==> src/rtl/serial_receiver.sv <==
// serial_receiver: 8N1 UART receiver with a byte FIFO and sticky framing/overrun flags
module serial_receiver #(
   parameter int CLOCKS_PER_BIT = 52,
   parameter int FIFO_DEPTH = 4
) (
   input  logic       core_clock,
   input  logic       reset,
   input  logic       serial_rx,
   output logic [7:0] rx_data,
   output logic       rx_data_available,
   input  logic       rx_data_consumed,
   output logic       framing_error,
   output logic       overrun_error,
   input  logic       clear_errors
);
   localparam int CW = $clog2(CLOCKS_PER_BIT);
   localparam int AW = $clog2(FIFO_DEPTH);
   localparam logic [CW-1:0] BIT_END = CW'(CLOCKS_PER_BIT - 1);
   localparam logic [CW-1:0] HALF_END = CW'(CLOCKS_PER_BIT / 2 - 1);
   localparam logic [AW:0] FULL = (AW+1)'(FIFO_DEPTH);
   typedef enum logic [2:0] {IDLE, START, DATA, STOP, WAIT_IDLE} state_t;
   state_t state;
   logic rx_m, rx_s;
   logic [CW-1:0] count;
   logic [2:0] index;
   logic [7:0] shift;
   logic [7:0] mem [FIFO_DEPTH];
   logic [AW-1:0] wr_ptr, rd_ptr;
   logic [AW:0] level;
   logic stop_end, push, pop, accept;
   assign stop_end = state == STOP && count == BIT_END;
   assign push = stop_end && rx_s;
   assign pop = rx_data_available && rx_data_consumed;
   // a full FIFO still takes the byte when the head leaves on the same edge
   assign accept = push && (level != FULL || pop);
   assign rx_data = mem[rd_ptr];
   assign rx_data_available = level != '0;
   always_ff @(posedge core_clock) begin
      if (reset) begin
         rx_m <= 1'b1;
         rx_s <= 1'b1;
         state <= WAIT_IDLE;
         count <= '0;
         index <= '0;
         shift <= '0;
      end else begin
         rx_m <= serial_rx;
         rx_s <= rx_m;
         count <= count + CW'(1);
         case (state)
            IDLE: begin
               count <= '0;
               state <= rx_s ? IDLE : START;
            end
            START: if (count == HALF_END) begin
               state <= rx_s ? IDLE : DATA;
               index <= '0;
               count <= '0;
            end
            DATA: if (count == BIT_END) begin
               shift[index] <= rx_s;
               index <= index + 3'd1;
               count <= '0;
               state <= index == 3'd7 ? STOP : DATA;
            end
            STOP: if (count == BIT_END) begin
               state <= rx_s ? IDLE : WAIT_IDLE;
               count <= '0;
            end
            WAIT_IDLE: begin
               count <= '0;
               state <= rx_s ? IDLE : WAIT_IDLE;
            end
            default: state <= WAIT_IDLE;
         endcase
      end
   end
   always_ff @(posedge core_clock) begin
      if (reset) begin
         wr_ptr <= '0;
         rd_ptr <= '0;
         level <= '0;
         framing_error <= 1'b0;
         overrun_error <= 1'b0;
         for (int i = 0; i < FIFO_DEPTH; i++) mem[i] <= '0;
      end else begin
         if (accept) begin
            mem[wr_ptr] <= shift;
            wr_ptr <= wr_ptr + AW'(1);
         end
         if (pop) rd_ptr <= rd_ptr + AW'(1);
         level <= level + (AW+1)'(accept) - (AW+1)'(pop);
         framing_error <= (stop_end && !rx_s) || (framing_error && !clear_errors);
         overrun_error <= (push && !accept) || (overrun_error && !clear_errors);
      end
   end
endmodule

==> config.mk <==
export PLATFORM = sky130hd
export DESIGN_NAME = serial_receiver
export DESIGN_NICKNAME = d
export VERILOG_FILES = /design/src/rtl/serial_receiver.sv
export SDC_FILE = /design/constraint.sdc
export NUM_CORES = 1
export LEC_CHECK = 0
export BUFFER_PORTS_ARGS = -buffer_cell sky130_fd_sc_hd__buf_2
export CELL_PAD_IN_SITES_DETAIL_PLACEMENT = 1
export CELL_PAD_IN_SITES_GLOBAL_PLACEMENT = 2
export CORE_ASPECT_RATIO = 2
export CORE_MARGIN = 2
export CORE_UTILIZATION = 41
export DETAILED_ROUTE_END_ITERATION = 8
export HOLD_SLACK_MARGIN = 0.03
export PLACE_DENSITY = 0.78
export SYNTH_ARGS = -nofsm -noshare
export SYNTH_HDL_FRONTEND = slang
export SYNTH_SLANG_ARGS = --single-unit
==> constraint.sdc <==
create_clock -name core_clock -period 3.4 [get_ports core_clock]
set_input_delay 0.17 -clock core_clock [delete_from_list [all_inputs] [get_ports core_clock]]
set_output_delay 0.17 -clock core_clock [all_outputs]
set_load 0.02 [all_outputs]
-- After elaboration in Yosys (flattened, before gate mapping)
Memory sizes are Yosys's and may differ from the RTL's. A register that Yosys moved wholly into a read port is not among the register bits.
Index checks and enable logic that the tools add are counted.
- flip-flop bits (word level): 31
- memory bits (writable): 32
- input port bits: 5
- output and inout port bits: 11
- logic and storage cells: 82
- memories: 1
- add/sub/neg operators: 6
- magnitude comparators: 2
- eq/ne operators: 11
- muxes and demuxes: 27
- reduce and logical (&&, ||, !) cells: 24
- memories (name ; words ; bits a word ; rd ports ; clocked after memory_dff ; write ports ; RTL line ; RTL):
    mem ; 4 ; 8 ; 1 ; 1 ; 4 ; 27 ; logic [7:0] mem [FIFO_DEPTH];
- operators by type and width (cell ; number):
    2-to-1 mux 3 bit ; 6
    case mux 6 bit (3 select lines) ; 1
    case mux 3 bit (5 select lines) ; 1
    2-to-1 mux 6 bit ; 2
    logical AND 1 bit ; 9
    2-to-1 mux 1 bit ; 9
    bitwise mux 8 bit ; 1
    2-to-1 mux 2 bit ; 4
    2-to-1 mux 8 bit ; 1
    OR reduction 8 bit ; 1
    adder 6 x 1 -> 6 bit (second input constant) ; 1
    equality test 3 x 2 -> 1 bit (second input constant) ; 2
    equality test 3 bit (second input constant) ; 2
    equality test 6 x 5 -> 1 bit (second input constant) ; 1
    equality test 6 bit (second input constant) ; 1
    case mux 3 bit (2 select lines) ; 1
    AND reduction 3 bit ; 2
    adder 2 x 1 -> 2 bit (second input constant) ; 2
    less-than comparator 3 x 4 -> 1 bit (second input constant) ; 1
    != test 2 bit (second input constant) ; 2
    OR reduction 2 bit ; 2
    adder 3 x 1 -> 3 bit ; 1
    adder 3 x 1 -> 3 bit (second input constant) ; 1
    demux 1 bit (select 3 bit) ; 1
    other kinds (11) ; 15

-- Longest topological paths before layout
- word-level depth: 9
- depth in mapped cells: 13
- depth with buffers taken out: 12

-- Worst setup path before layout
OpenSTA, ideal clock, no wires.
- path type: reg2reg
- start: register count[0]
- end: register level[2]
- setup time: 0.128 ns
- data arrival time: 2.540 ns
- required time: 3.272 ns
- setup slack: 0.733 ns
- stages on the path, launching flop included: 14
- buffers on the path: 1
- clock period less this slack: 2.667 ns
- path through: dfxtp_1 -> ha_1 -> nand2_1 -> nand4bb_4 -> buf_2 -> or2_2 -> ha_1 -> inv_1 -> ha_1 -> inv_1 -> fa_1 -> xor2_1 -> xnor2_1 -> nor2_1
- cells in the longest elaborated chain, start to end: 6
- RTL lines (what ; RTL line ; RTL):
    start, declared ; 24 ; logic [CW-1:0] count;
    start signal, assigned ; 49 ; count <= count + CW'(1);
    equality test 6 bit ; 31 ; assign stop_end = state == STOP && count == BIT_END;
    logical AND 1 bit ; 31 ;
    logical AND 1 bit ; 32 ; assign push = stop_end && rx_s;
    logical AND 1 bit ; 35 ; assign accept = push && (level != FULL || pop);
    adder 3 x 1 -> 3 bit ; 92 ; level <= level + (AW+1)'(accept) - (AW+1)'(pop);
    subtractor 3 x 1 -> 3 bit ; 92 ;
    end signal, assigned ; 92 ;
    end, declared ; 29 ; logic [AW:0] level;
Every way passes these cells.
A chain may end at the register's enable or synchronous reset.

-- Worst setup path in the final report
Ends and elaborated chain as after synthesis.

==> impl_metrics.yaml <==
sta:
  maxSlewHeadroom: 0.6134
  finalCriticalPeriod_ns: 2.856
  setup_viol: 0
  drv_slew: 0
  finalHoldViolCount: 0
  rsz0062_at_grt: "no"
  fmax_mhz: 350.2
  final.setup_skew_ns: 0.004317
  min_period_over_period: 0.8399
  tns_ns: 0
  tightest_slew_ns: 0.5792
critical_path:
  crit_type: "flip-flop to flip-flop"
  cp-end-kind: "flip-flop"
  cp-start-kind: "flip-flop"
  cp_num_cells: 12
  worstPathRequired_ns: 3.59
  rrSetupSlack_ns: 0.54
  r2r_cells: 12
  cpPeakStageDelay_ns: 0.38
  reg2reg_from: "count[0]"
  critPathSlowestCell: "dfxtp_1"
  setup.worst_path.end: "level[2]"
  crit_fanout: 17
  cp-startpoint: "count[0]"
  cp_num_buf_inv: 2
  r2r_end: "level[2]"
  crit_top_cell: "ha_1"
  path_cells: "ha_1 -> nand2_1 -> nand4bb_4 -> or2_2 -> ha_1 -> inv_1 -> ha_1 -> inv_1 -> fa_1 -> xor2_1 -> xnor2_1 -> nor2_1"
  critPathArrivalTime_ns: 3.05
  critPathTopFamily: "adder cells"
clocking:
  cts_tree: "built"
  holdBufCountCts: 1
  root_buffer: "clkbuf_16"
  cts_made_buffers: 9
  cts_resized: 0
  htree_levels: 3
  clk_pin_slew_worst_paths_ns: 0.05
  clock_latency_ns: 0.33
  cts_sinks: 65
  cts.path.max_buffers: 2
  cts_setup_buffers: 0
global_route:
  antenna_found_initial: 0
  grt_first_pass_wirelength_um: 10190
  grt.total_usage: 0.1734
  grt_pass1_vias: 2084
  grt_busiest_layer: "met2"
  grt_util_met1: 0.1578
  overflow: 0
  grt_max_degree: 35
  use_met3: 0.03794
  grtUsageMet2: 0.3303
floorplanning:
  rows: 43
  die_x_um: 64.14
  coreArea_um2: 6994
  die_h_um: 124.3
  die_area_um2: 7970
  initial_utilization: 0.4240
  ios: 16
yosys:
  synth_common_cells: "59 x nor2_1, 33 x dfxtp_1, 32 x edfxtp_1"
  ys_types: 47
  syn-cell-area_um2: 2965
  ys_ff_latch: 65
  syn_area_per_cell_um2: 11.15
  yosys_warnings: 0
  async_reset_ff_frac: 0
  synth_ff_type: "dfxtp_1"
  synth_cells: 266
  yosys.area.top_type: "edfxtp_1"
  synthMostInstantiatedCell: "nor2_1"
  synth_edf_count: 32
  synthTopCellsByArea: "edfxtp_1 32%, dfxtp_1 22%, nor2_1 7.5%"
  netlist.area_leader.share: 0.3241
  synth_fp_nets: 278
  synth_seq_area_share: 0.5468
place:
  place_congestion: 0.7582
  post-dp-hpwl_um: 4622
  io_buffers: 15
power:
  p_leak_nw: 1.202
  power.total_mw: 1.855
  p_per_area_nw_per_um2: 545.4
  vdd_ir_drop_max_mv: 0.3368
finish:
  insertedDiodeCount: 0
  final_nets: 291
  synthToLayoutAreaGrowth_pct: 14.73
  nFillCells: 773
  drive_above_1_share: 0.1831
routing:
  antenna_left: 0
  drt-vias-per-instance: 5.168
  wl_um: 6077
  dr.pass1.iters: 4
  drc_errors: 0
  routedWlPerCell_um: 16.25
  dr.first_iter.drc_count: 87
  vias: 1933
hold_path:
  holdCritPathClass: "input pin to flip-flop"
  whs_path_depth: 3
job:
  max-cap-violations: 0
status:
  status: "finished clean"
==> cells by family (layout without fill, tap and decap cells) <==
logic type      after synthesis  in the layout  synth area share
compound gates               23             23           0.05232
xor+xnor                      8              8           0.02363
fa+ha+maj                     7              7           0.03207
buf+inv                      22             40           0.03882
flops                        65             65            0.5468
mux                          17             17           0.09114
simple gates                124            124            0.2152
==> sequential cells by signal, indices dropped and copies added, names as in the netlist, 2 cells and up, named ones only <==
name    flops
wr_ptr      2
shift       8
level       3
rd_ptr      2
state       3
mem        32
index       3
count       6
==> power by group <==
group / internal [mW] / switching, mW / total (mW)
Combinational: 0.0193 / 0.0293 / 0.0486
Clock: 0.625 / 0.329 / 0.954
Sequential: 0.842 / 0.0103 / 0.853
Total: 1.49 / 0.369 / 1.86
==> worst reg2reg max path, cell delays in order (launching register included) <==
cell	delay (ns)
dfxtp_1	0.38
ha_1	0.30
nand2_1	0.08
nand4bb_4	0.37
or2_2	0.36
ha_1	0.28
inv_1	0.06
ha_1	0.13
inv_1	0.05
fa_1	0.37
xor2_1	0.17
xnor2_1	0.13
nor2_1	0.06
==> area by class of cell <==
cell class                 count  area (um^2)  share of cell area
clock buffer                  12        266.5             0.07834
inverter                       6        22.52            0.006620
multi-input combinational    179         1229              0.3612
timing repair buffer          18        100.1             0.02942
clock inverter                 4        50.05             0.01471
tap                           90        112.6             0.03310
sequential                    65         1622              0.4766
==> through the flow <==
stage	area [um^2]	util	setup slack, ns	hold WS [ns]	instances
2_1_floorplan	2965	-	0.7326	0.2738	266
3_3_place_gp	3075	0.4397	0.6133	0.3553	357
3_5_place_dp	3075	0.4397	0.5396	0.3588	357
4_1_cts	3402	0.4864	0.4903	0.1103	374
5_1_grt	3402	0.4864	0.3011	0.1418	374
6_report	3402	0.4864	0.5442	0.1150	374
==> per-layer routing <==
layer / wire length, um / part of all wire
met5: 0 / 0
met3: 111 / 0.018
met2: 3713 / 0.61
met4: 162 / 0.027
met1: 2089 / 0.34
==> how the worst min path moves through the flow <==
stage	start	slack, ns	endpoint
floorplan	serial_rx	0.27	rx_m
global placement	serial_rx	0.36	rx_m
detailed placement	serial_rx	0.36	rx_m
CTS	clear_errors	0.11	overrun_error
global route	clear_errors	0.14	overrun_error
finish	clear_errors	0.11	overrun_error
==> placed cells by master, fill, tap and decap left out, drive strengths merged, types with 5 or more instances in the layout <==
cell	instances
nand2	18
ha	6
nand2b	6
buf	17
clkbuf	12
edfxtp	32
dfxtp	33
nor2b	5
inv	6
nand4	7
or3	5
nor2	60
mux2i	9
mux4	8
a21oi	7
nand3	5
Note: power is estimated with default switching activity, not from simulation.
